### src/rtl/sersub_pkg.sv
// Shared definitions for the bit-serial subtractor.
// State encoding and default operand width.
package sersub_pkg;

   localparam int SERSUB_WIDTH = 8;

   typedef enum logic [1:0] {
      ST_IDLE = 2'd0,
      ST_RUN  = 2'd1,
      ST_DONE = 2'd2
   } state_t;

endpackage

### src/rtl/fs_cell.sv
// One-bit full subtractor: d = a - b - bin.
// Purely combinational.
module fs_cell (
   input  logic a,
   input  logic b,
   input  logic bin,
   output logic d,
   output logic bo
);

   assign d  = a ^ b ^ bin;
   assign bo = (~a & (b ^ bin)) | (b & bin);

endmodule

### src/rtl/serial_subtractor_ctrl.sv
// Bit-serial A - B - Bin, LSB first, with start/busy/done.
// Optional signed overflow output under SERSUB_OVF_EN.
module serial_subtractor_ctrl
   import sersub_pkg::*;
#(
   parameter  int WIDTH = SERSUB_WIDTH,
   localparam int CNT_W = $clog2(WIDTH)
) (
   input  logic             clk,
   input  logic             rst_n,
   input  logic             start_i,
   input  logic [WIDTH-1:0] a_i,
   input  logic [WIDTH-1:0] b_i,
   input  logic             bin_i,
   output logic             busy_o,
   output logic             done_o,
   output logic [WIDTH-1:0] diff_o,
   output logic             bout_o
`ifdef SERSUB_OVF_EN
   ,
   output logic             ovf_o
`endif
);

   localparam logic [CNT_W-1:0] CNT_LAST = CNT_W'(WIDTH - 1);

   state_t           state;
   logic [WIDTH-1:0] a_sh;
   logic [WIDTH-1:0] b_sh;
   logic             brw;
   logic [CNT_W-1:0] cnt;
   logic             d;
   logic             bo;

   fs_cell u_cell (
      .a   (a_sh[0]),
      .b   (b_sh[0]),
      .bin (brw),
      .d   (d),
      .bo  (bo)
   );

   // FSM, operand/result shifting and registered outputs.
   // Result bits fill the minuend register from the top as its
   // consumed bits leave at the bottom, so after WIDTH steps it
   // holds the full difference.
   always_ff @(posedge clk or negedge rst_n) begin
      if (!rst_n) begin
         state  <= ST_IDLE;
         a_sh   <= '0;
         b_sh   <= '0;
         brw    <= 1'b0;
         cnt    <= '0;
         busy_o <= 1'b0;
         done_o <= 1'b0;
         diff_o <= '0;
         bout_o <= 1'b0;
`ifdef SERSUB_OVF_EN
         ovf_o  <= 1'b0;
`endif
      end else begin
         unique case (state)
            ST_IDLE, ST_DONE: begin
               done_o <= 1'b0;
               if (start_i) begin
                  a_sh   <= a_i;
                  b_sh   <= b_i;
                  brw    <= bin_i;
                  cnt    <= '0;
                  busy_o <= 1'b1;
                  state  <= ST_RUN;
               end else begin
                  state  <= ST_IDLE;
               end
            end
            ST_RUN: begin
               a_sh <= {d, a_sh[WIDTH-1:1]};
               b_sh <= b_sh >> 1;
               brw  <= bo;
               if (cnt == CNT_LAST) begin
                  cnt    <= '0;
                  busy_o <= 1'b0;
                  done_o <= 1'b1;
                  diff_o <= {d, a_sh[WIDTH-1:1]};
                  bout_o <= bo;
`ifdef SERSUB_OVF_EN
                  ovf_o  <= (a_sh[0] ^ b_sh[0])
                          & (a_sh[0] ^ d);
`endif
                  state  <= ST_DONE;
               end else begin
                  cnt <= cnt + 1'b1;
               end
            end
            default: begin
               busy_o <= 1'b0;
               done_o <= 1'b0;
               state  <= ST_IDLE;
            end
         endcase
      end
   end

endmodule

### config.mk
export PLATFORM = sky130hd
export DESIGN_NAME = serial_subtractor_ctrl
export DESIGN_NICKNAME = d
export VERILOG_FILES = /design/src/rtl/sersub_pkg.sv /design/src/rtl/fs_cell.sv /design/src/rtl/serial_subtractor_ctrl.sv
export SDC_FILE = /design/constraint.sdc
export NUM_CORES = 1
export LEC_CHECK = 0
export CORE_MARGIN = 5
export CORE_UTILIZATION = 40
export DETAILED_ROUTE_END_ITERATION = 8
export PLACE_DENSITY = 0.64
export SLEW_MARGIN = 20
export SYNTH_ARGS = -nofsm -noshare
export SYNTH_HDL_FRONTEND = slang
export SYNTH_SLANG_ARGS = --single-unit
### constraint.sdc
create_clock -name clk -period 1.8 [get_ports clk]
set_input_delay 0.54 -clock clk [delete_from_list [all_inputs] [get_ports clk]]
set_output_delay 0.54 -clock clk [all_outputs]
set_load 0.02 [all_outputs]
==> metrics.md <==
| Metric | Value |
|---|---|
| Outcome | finished clean |
| Starting Density | between 40% and 50% |
| Post-Place Setup Slack | -0.0332 ns |
| Pleak | between 0.9 and 1 nW |
| Met2 GRT Util | approximately 23% |
| # hold bufs at CTS | 0 |
| WS Path Type | reg2reg |
| Cell Area, Synth | around 1600 sq um |
| Root Driver | clkbuf_8 |
| Final min period | 1.56 ns |
| Worst IR drop on VDD | 0.682 mV |
| Iteration-0 DRC Markers | 85 |
| Ys Warns | 0 |
| First-pass GRT wire length | approximately 5800 microns |
| M1 GR Usage | between 10% and 20% |
| Fmax achieved | ~640 MHz |
| Clk buf depth | 2 |
| Resized Gates After CTS | 3 |
| DRC viols | 0 |
| Final Slew Violations | 0 |
| Cell Count, Final, Fillers Out | about 230 |
| Post-synthesis cell type count | 27 |
| Slew HR | between 60 and 70% |
| Gpl congestion | about 0.78 |
| TritonCTS clock tree | yes |
| Wire per inst | 14.6 microns |
| Clock-pin slew on the worst setup and hold paths | 0.06 ns |
| First-pass detailed-route iteration total | 4 |
| Final instance area | 2110 sq um |
| Syn_nets | between 150 and 200 |
| DR vias | about 1200 |
| Power Density | about 1600 nW/um^2 |
| GRT Overall Usage | between 10% and 20% |
| Part of the cycle the worst path needs | just under 90% |
| Row count | 23 |
| Placed cell count | 220 |
| Hold WS | roughly 0.49 ns |
| Crit path DAT | approximately 1.7 ns |
| Setup Buffers After CTS | 0 |
| Chip height | ~74 microns |
| RSZ-0062 raised after global routing | false |
| Register area share after synthesis | just under 50% |
| Fin. Hold Viols | 0 |
| Num CTS Buffers | 5 |
| DIE AREA | 5460 sq um |
| Syn-to-layout area delta | 29.4% |
| Setup ws final | ~0.24 ns |
| H-tree levels | 2 |
| Tightest Hold Check Type | reg2reg |
| Placed cell area | around 2000 sq um |
| Startpoint Class | register |
| WP data required | about 2.0 ns |
| Via density | 5.08 |
| Largest net degree at the start of global routing | 33 |
| Antenna Cells | 0 |
| CTS sink count | 32 |
| Maxcap violations | 0 |
| # IOs | 31 |
| Initial antenna violation count | 0 |
| Synth Register Bits | 32 |
| Max Clock Skew | between 0.003 and 0.004 ns |
| Endpoints failing setup | 0 |
| Met3 Use GR | between 3 and 4% |
| Routed WL | 3330 microns |
| Number of port buffers | 30 |
| Vias in the first global route | 1264 |
| HPWL Detailed | approximately 2400 microns |
| Grt peak-use layer | met2 |
| Core box area | 3970 sq um |
| Layout cells sized above 1 | ~16% |
| Utilization after layout | between 50% and 60% |
| Nets | 201 |
| Critical path peak fanout | 11 |
| Synthesized area per cell | 11.6 sq um |
| Mapped Cells | ~140 |
| Grt ovf | 0 |
| Setup crit end kind | register |
| Least-Margin Pin Slew | between 0.5 and 0.6 ns |
| Number of routed nets with antenna violations | 0 |
| DIE WIDTH | about 74 microns |
| Worst-Skew Late Latency | approximately 0.28 ns |
layout make-up:
cell class                      count  area [sq um]
Clock buffer                        8          90.1
Fill cell                         343          1860
Inverter                            3          11.3
Multi-Input combinational cell     96           752
Sequential cell                    32           801
Tap cell                           50          62.6
Timing Repair Buffer               39           397
worst max-delay path, stage by stage (launching register included):
cell	delay [ns]
dfrtp_1	0.40
ha_1	0.23
ha_1	0.23
nand3b_4	0.21
mux2_2	0.37
synth_stat cells, drive strengths merged:
master,instances,share of area (%)
a22o,1,0.54
nand2b,2,1.7
nand2,5,1.1
nor2,6,1.4
mux2,9,7.8
a211oi,12,5.5
inv,3,0.69
and3,1,0.38
o21ai,3,0.92
a31o,1,0.54
nor3,4,1.2
fa,1,1.2
nor2b,14,5.4
a21oi,12,3.7
a221o,1,0.61
ha,3,2.3
dfrtp,32,49
nand3b,2,1.7
clkbuf,2,0.46
nand3,3,0.92
mux2i,13,8.0
buf,8,3.8
o22ai,3,1.1
per-layer routing:
| layer | vias to the layer above | routed length, microns |
|---|---|---|
| met3 | 4 | 141 |
| met1 | 558 | 1510 |
| met2 | 25 | 1640 |
| li1 | 571 | - |
| met4 | 0 | 47 |
| met5 | - | 0 |
metrics by stage:
step                setup TNS (ns)  total power, W
floorplan                        0         0.00240
global placement          -0.00742         0.00285
detailed placement         -0.0332         0.00293
CTS                              0         0.00348
global route                     0         0.00368
finish                           0         0.00342
registers in the layout, indices dropped and copies added, names as in the netlist:
signal  count
a_sh        8
b_sh        8
busy_o      1
done_o      1
brw         1
state       1
cnt         3
bout_o      1
diff_o      8
worst paths after layout:
path,start,to,cells after the start,slack (ns)
min in group asynchronous,rst_n,a_sh[1],2,0.66
setup reg to reg,cnt[0],diff_o[5],4,0.24
hold / removal,diff_o[7],diff_o[7],2,0.49
setup / recovery,cnt[0],diff_o[5],4,0.24
max in group asynchronous,rst_n,a_sh[4],2,0.83
hold reg to reg,diff_o[7],diff_o[7],2,0.49
report_power, final:
part	switching, W	leakage (nW)	internal, W
clock network	0.000250	0.0455	0.000312
logic	0.000691	0.571	0.000803
registers	0.000291	0.376	0.00107
total	0.00123	0.993	0.00219
cell families (layout without fill, tap and decap cells):
family	Yosys count	after routing	share of synthesized area [%]
buffers and inverters	13	50	4.90
muxes	22	22	15.8
and+or+nand+nor	37	37	13.8
adders and majority gates	4	4	3.53
DFF	32	32	49.0
AOI/OAI and AO/OA	33	33	13.0
layout by cell type (no fill, tap or decap), types with 2 or more instances in the layout:
| cell | netlist | routed |
|---|---|---|
| dlygate4sd2_1 | 0 | 3 |
| ha_1 | 3 | 3 |
| mux2_2 | 2 | 2 |
| nand3_1 | 3 | 3 |
| dlymetal6s2s_1 | 0 | 8 |
| clkdlybuf4s50_1 | 0 | 19 |
| a21oi_1 | 12 | 12 |
| o22ai_1 | 3 | 3 |
| mux2_4 | 7 | 7 |
| dfrtp_1 | 32 | 32 |
| nor2b_1 | 14 | 14 |
| nand2b_4 | 2 | 2 |
| clkbuf_8 | 0 | 6 |
| nand2_1 | 5 | 5 |
| buf_4 | 1 | 8 |
| nor2_1 | 6 | 6 |
| clkbuf_1 | 2 | 2 |
| a211oi_1 | 12 | 12 |
| mux2i_1 | 13 | 13 |
| o21ai_0 | 3 | 3 |
| inv_1 | 3 | 3 |
| nor3_1 | 4 | 4 |
Power figures use the tool's default switching activity.
